**config.mk**
```make
export PLATFORM = sky130hd
export DESIGN_NAME = sha256_w_stream_flat
export DESIGN_NICKNAME = d
export VERILOG_FILES = /design/src/rtl/sha256_w_stream_if.sv /design/src/rtl/sha256_w_stream.sv /design/src/flat_wrapper.sv
export SDC_FILE = /design/constraint.sdc
export NUM_CORES = 2
export LEC_CHECK = 0
export CAP_MARGIN = 10
export CORE_AREA = 2 2 403 405
export DETAILED_ROUTE_END_ITERATION = 10
export DIE_AREA = 0 0 405 407
export PLACE_DENSITY = 0.38
export SLEW_MARGIN = 10
export SYNTH_ARGS = -nofsm -noshare
export SYNTH_HDL_FRONTEND = slang
export SYNTH_SLANG_ARGS = --single-unit
```
**constraint.sdc**
```tcl
create_clock -name CLK -period 11.3 [get_ports CLK]
set_clock_uncertainty 0.15 [all_clocks]
set_input_delay 1.13 -clock CLK [delete_from_list [all_inputs] [get_ports CLK]]
set_output_delay 1.13 -clock CLK [all_outputs]
set_load 0.005 [all_outputs]
```
**src/rtl/sha256_w_stream_if.sv**
```systemverilog
// Handshake bundle between the block source, the W-schedule generator and the compression stage.
// valid/ready rule: a transfer happens on a rising edge where both are high; valid never waits on ready.
interface sha256_w_stream_if;
    logic         in_valid;
    logic         in_ready;
    logic [511:0] block_in;
    logic         w_valid;
    logic         w_ready;
    logic [31:0]  w_out;
    logic [5:0]   w_idx;
    logic         w_last;
    logic [479:0] window;

    modport master (
        output in_valid, block_in, w_ready,
        input  in_ready, w_valid, w_out, w_idx, w_last, window
    );

    modport slave (
        input  in_valid, block_in, w_ready,
        output in_ready, w_valid, w_out, w_idx, w_last, window
    );
endinterface

```
**src/rtl/sha256_w_stream.sv**
```systemverilog
// SHA-256 message schedule generator: takes one 512-bit block and streams W[0..63]
// from a 16-word shift register, expanding W[t+16] as each word is consumed.
module sha256_w_stream (
    input  logic             CLK,
    input  logic             RST,
    sha256_w_stream_if.slave bus,
    output logic             fsm_state
);
    typedef enum logic {IDLE = 1'b0, RUN = 1'b1} state_t;

    state_t      state_q, state_d;
    logic [31:0] r [16];
    logic [5:0]  t_q;
    logic        armed_q;
    logic        load;
    logic        xfer;
    logic [31:0] w_new;

    function automatic logic [31:0] ssig0(input logic [31:0] x);
        return {x[6:0], x[31:7]} ^ {x[17:0], x[31:18]} ^ (x >> 3);
    endfunction

    function automatic logic [31:0] ssig1(input logic [31:0] x);
        return {x[16:0], x[31:17]} ^ {x[18:0], x[31:19]} ^ (x >> 10);
    endfunction

    // armed_q keeps in_ready low while reset is held and for no longer.
    assign load  = (state_q == IDLE) && armed_q && bus.in_valid;
    assign xfer  = (state_q == RUN) && bus.w_ready;
    assign w_new = ssig1(r[14]) + r[9] + ssig0(r[1]) + r[0];

    always_ff @(posedge CLK or negedge RST) begin
        if (!RST) begin
            state_q <= IDLE;
        end else begin
            state_q <= state_d;
        end
    end

    always_comb begin
        state_d = state_q;
        case (state_q)
            IDLE:    if (load) state_d = RUN;
            RUN:     if (xfer && (t_q == 6'd63)) state_d = IDLE;
            default: state_d = IDLE;
        endcase
    end

    always_ff @(posedge CLK or negedge RST) begin
        if (!RST) begin
            armed_q <= 1'b0;
            t_q     <= 6'd0;
            for (int i = 0; i < 16; i++) begin
                r[i] <= 32'd0;
            end
        end else begin
            armed_q <= 1'b1;
            if (load) begin
                t_q <= 6'd0;
                for (int i = 0; i < 16; i++) begin
                    r[i] <= bus.block_in[511 - 32*i -: 32];
                end
            end else if (xfer) begin
                // t saturates at 63; the FSM leaves RUN on that same transfer.
                if (t_q != 6'd63) begin
                    t_q <= t_q + 6'd1;
                end
                for (int i = 0; i < 15; i++) begin
                    r[i] <= r[i+1];
                end
                r[15] <= w_new;
            end
        end
    end

    always_comb begin
        bus.in_ready = armed_q && (state_q == IDLE);
        bus.w_valid  = (state_q == RUN);
        bus.w_last   = (state_q == RUN) && (t_q == 6'd63);
        bus.w_out    = r[0];
        bus.w_idx    = t_q;
        fsm_state    = state_q;
        bus.window   = '0;
        for (int i = 0; i < 15; i++) begin
            bus.window[479 - 32*i -: 32] = r[i];
        end
    end
endmodule

```
**src/flat_wrapper.sv**
```systemverilog
// flat-port wrapper written by rule: the top's interface ports become plain ports
module sha256_w_stream_flat 
  (CLK, RST, fsm_state, bus_in_valid, bus_block_in, bus_w_ready, bus_in_ready, bus_w_valid, bus_w_out, bus_w_idx, bus_w_last, bus_window);
  sha256_w_stream_if bus_i ();
  input  logic CLK;
  input  logic RST;
  output logic fsm_state;
  input wire logic [$bits(bus_i.in_valid)-1:0] bus_in_valid;
  input wire logic [$bits(bus_i.block_in)-1:0] bus_block_in;
  input wire logic [$bits(bus_i.w_ready)-1:0] bus_w_ready;
  output wire logic [$bits(bus_i.in_ready)-1:0] bus_in_ready;
  output wire logic [$bits(bus_i.w_valid)-1:0] bus_w_valid;
  output wire logic [$bits(bus_i.w_out)-1:0] bus_w_out;
  output wire logic [$bits(bus_i.w_idx)-1:0] bus_w_idx;
  output wire logic [$bits(bus_i.w_last)-1:0] bus_w_last;
  output wire logic [$bits(bus_i.window)-1:0] bus_window;
  assign bus_i.in_valid = bus_in_valid;
  assign bus_i.block_in = bus_block_in;
  assign bus_i.w_ready = bus_w_ready;
  assign bus_in_ready = bus_i.in_ready;
  assign bus_w_valid = bus_i.w_valid;
  assign bus_w_out = bus_i.w_out;
  assign bus_w_idx = bus_i.w_idx;
  assign bus_w_last = bus_i.w_last;
  assign bus_window = bus_i.window;
  sha256_w_stream u_core (.CLK(CLK), .RST(RST), .bus(bus_i), .fsm_state(fsm_state));
endmodule
```
# Word-level counts from Yosys, hierarchy flattened

Index checks and enable logic that the tools add are counted.

Divide/modulo/power cells: 0
Multiply operators: 0
Add/subtract/negate cells: 4
Magnitude comparators: 0
Reductions and logical operators: 8
Bitwise operators: 5
Shift operators: 0
Multiplexer cells: 8
Eq/ne operators: 2

Operators with widths:

| operator            | number |
|---|---|
| $mux 512            | 2 |
| $add 32x32->32      | 3 |
| $xor 32x32->32      | 2 |
| $xor 32x22->32      | 1 |
| $xor 32x29->32      | 1 |
| $mux 6              | 3 |
| $add 6x1->6 const B | 1 |
| $eq 6x6->1 const B  | 1 |
| $ne 6x6->1 const B  | 1 |
| $logic_and 1x1->1   | 5 |
| $reduce_bool 2->1   | 2 |
| $mux 1              | 2 |
| $pmux 1 s2          | 1 |
| $reduce_and 2->1    | 1 |
| $not 1->1           | 1 |

Logic and storage cells: 46
Bits of input ports: 516
Output and inout bits: 522
Flip-flop bits (word level): 520
Latch bits: 0
Memories kept: 0
ROM bits: 0
RAM bits: 0

# Depth between registers and ports, before layout

Word-level depth: 7
Gate-level depth with buffers: 16

# Least setup slack after synthesis

Ideal clock, no wire load.

Path type: register -> register
From: register u_core.r, in the netlist u_core.bus.window[424]
To: register u_core.r[29] in the netlist's numbering
Stages on the path, launching flop included: 15
Path slack: 7253 ps
Period minus slack after synthesis: 4047 ps
Required time: 11019 ps
Setup time: 131 ps
Arrival: 3766 ps
Cell sequence: dfrtp_1 clkbuf_1 xnor2_1 xnor2_1 fa_1 fa_1 ha_1 fa_1 a21o_1 a221oi_4 nor3_2 o2111ai_2 nand2_2 a2111oi_4 nor3_1

Word-level cells in the longest chain between the ends: 6

RTL lines:

| element                           | RTL line              | text |
|---|---|---|
| from (decl)                       | sha256_w_stream.sv:12 | `logic [31:0] r [16];` |
| from (signal, indexed assignment) | sha256_w_stream.sv:61 | `r[i] <= bus.block_in[511 - 32*i -: 32];` |
| from (signal, indexed assignment) | sha256_w_stream.sv:69 | `r[i] <= r[i+1];` |
| $xor 32x32->32                    | sha256_w_stream.sv:20 | `return {x[6:0], x[31:7]} ^ {x[17:0], x[31:18]} ^ (x >> 3);` |
| $xor 32x29->32 *                  | sha256_w_stream.sv:20 |  |
| $add 32x32->32 * (2 in series)    | sha256_w_stream.sv:30 | `assign w_new = ssig1(r[14]) + r[9] + ssig0(r[1]) + r[0];` |
| $mux 512 *                        | sha256_w_stream.sv:63 | `end else if (xfer) begin` |
| $mux 512 *                        | sha256_w_stream.sv:58 | `if (load) begin` |

Mark *: on every way between the ends. The rest lies on a longest branch, timed or not. The select of a mux whose other input is x is not followed.
A chain may end at the register's enable or synchronous reset.

# Worst setup path in the final report

Ends and elaborated chain as after synthesis.

==> flow_metrics.tcl <==
set metrics [dict create \
    status "complete, no violations" \
    synth.avg_cell_area_um2 8.06 \
    setup_ws_ns 6.46 \
    cp_max_fo 6 \
    place.gp.congestion 0.870 \
    post-route-cell-area_um2 42600 \
    pre_cts_slack_ns 6.22 \
    syn_nets 4529 \
    numCtsBuffers 73 \
    grt_overflow_total 0 \
    drc 0 \
    yosys.area.top_type_share 0.412 \
    crit_path_end_kind "register" \
    synth_warnings 0 \
    hold_viol 0 \
    netlist_instances 3919 \
    cts_max_path_buffers 3 \
    ys_types 54 \
    area_growth_pct 34.8 \
    final_common_cell "clkdlybuf4s50_1" \
    final_nets 4880 \
    viasPerCell 4.32 \
    via_count 28100 \
    placed_area_um2 40100 \
    grt_setup_unrepaired "no" \
    die-area_um2 165000 \
    io_pins 1038 \
    drtIter0Drc 2291 \
    tns_ns 0 \
    cts-resized-gates 0 \
    period_needed_ns 4.84 \
    core_region_area_um2 160000 \
    grt_util_all_layers 0.215 \
    grt_pass1_wl_mm 244 \
    mostFrequentLayoutCells "clkdlybuf4s50_1, nand2_1, nor2_1" \
    yosysTopAreaCell "dfrtp_1" \
    hold_class "in2async" \
    antenna_found_initial 30 \
    initial_core_util 0.197 \
    synth_area_leaders "dfrtp_1, buf_4, nand2_1" \
    drive_above_1_share 0.0382 \
    final_max_slew_viol_count 0 \
    yosysSeqAreaShare 0.412 \
    final_antenna_net_count 0 \
    ys_ff_latch 520 \
    cts_tree "built" \
    grt_max_degree 212 \
    die_height_um 407 \
    synth_flop_cell "dfrtp_1" \
    root_buffer "clkbuf_16" \
    fin_crit_sh 0.428 \
    die_width_um 405 \
    path_clk_slew_ns 0.06 \
    async_flop_share 1.00 \
    relSlewSlack 0.288 \
    grt_pass1_vias 28100 \
    drt-pass1-iter-count 5 \
    finalSetupViolations 0 \
    wl_per_cell_um 28.2 \
    postCtsSetupRepairBufs 0 \
    num_rows 147 \
    arrival_ns 5.22 \
    hpwl_mm 144 \
    worstPathRequired_ns 11.68 \
    cap_viol_max_count 0 \
    syn-cell-area_um2 31600 \
    worstMarginPinSlew_ns 1.07 \
    cts_sinks 520 \
    clock_latency_ns 0.68 \
    htreeDepth 3 \
    io_buffer_count 1037 \
    routed_wl_mm 183 \
    synth_edf_count 0 \
    ctsHoldBuffers 0 \
    start_kind "register" \
    critical_path_class "reg2reg" \
    fmax_mhz 207 \
]
## state kept, by name, indices dropped and copies added (netlist names)
signal / flops
u_core.armed_q: 1
u_core.bus.w_idx: 6
u_core.bus.w_out: 32
u_core.bus.w_valid: 1
u_core.bus.window: 448
u_core.r: 32
## kinds of logic after synthesis
logic type,Yosys count,share of synthesized area
multiplexers,6,0.00194
buffers and inverters,925,0.173
AO/OA/AOI/OAI,626,0.125
adder cells (fa/ha/maj),94,0.0519
AND/OR/NAND/NOR,1600,0.195
flip-flops,520,0.412
other,1,0.000119
XOR/XNOR,147,0.0407
## worst paths after layout
path                                         from  slack (ns)  cells after the start                      to
max in group asynchronous                     RST        8.23                      3   u_core.bus.window[16]
hold / removal                                RST        0.32                      1  u_core.bus.window[208]
min in group CLK                      u_core.r[2]        0.38                      2    u_core.bus.window[2]
setup reg to reg           u_core.bus.window[424]        6.46                     13            u_core.r[29]
hold reg to reg                       u_core.r[2]        0.38                      2    u_core.bus.window[2]
setup / recovery           u_core.bus.window[424]        6.46                     13            u_core.r[29]
## cell usage after synthesis, drive strengths merged, types with 8 or more instances
| cell | n |
|---|---|
| nand2 | 1010 |
| buf | 603 |
| nor2 | 521 |
| dfrtp | 520 |
| a31oi | 489 |
| clkbuf | 195 |
| inv | 127 |
| xnor2 | 123 |
| fa | 62 |
| a21oi | 55 |
| ha | 32 |
| o21ai | 32 |
| xor2 | 24 |
| and3 | 12 |
| a21o | 11 |
| nand3 | 11 |
| nor3 | 9 |
| and2 | 8 |
| or3 | 8 |
## layer usage
metal  vias to the layer above  part of all wire  wire, µm  global-route usage
li1                      13000                 -         -                   -
met1                     13900              0.42     76100               0.265
met2                       980              0.48     88100               0.361
met3                       176             0.075     13800              0.0650
met4                        34             0.026      4810              0.0608
met5                         -            0.0012       216                   0
## cell type report
class | instances | area [µm²]
inverter | 127 | 477
antenna | 11 | 27.5
fill | 17500 | 118000
tap | 2160 | 2700
multi-input combinational | 2474 | 13100
clock buffer | 110 | 2190
sequential | 520 | 13000
clock inverter | 19 | 273
timing repair buffer | 1074 | 10800
## critical path: stages, from the launching register on
cell and delay [ns]:
dfrtp_1 0.51, xnor2_1 0.21, xnor2_1 0.60, fa_1 0.55, fa_1 0.44, ha_1 0.22, fa_1 0.47, a21o_1 0.24
a221oi_4 0.36, nor3_2 0.11, o2111ai_2 0.24, nand2_2 0.13, a2111oi_4 0.37, nor3_1 0.10
## through the flow
step	std cells	util	hold WS, ns
CTS	6484	0.266	0.338
detailed placement	6355	0.250	0.378
global route	6489	0.266	0.340
floorplan	3919	-	0.345
finish	6495	0.266	0.317
global placement	6355	0.250	0.365
Power is left out: the tool's default activity adds up to more than one toggle a clock period on the data nets, which glitch-free logic cannot reach.
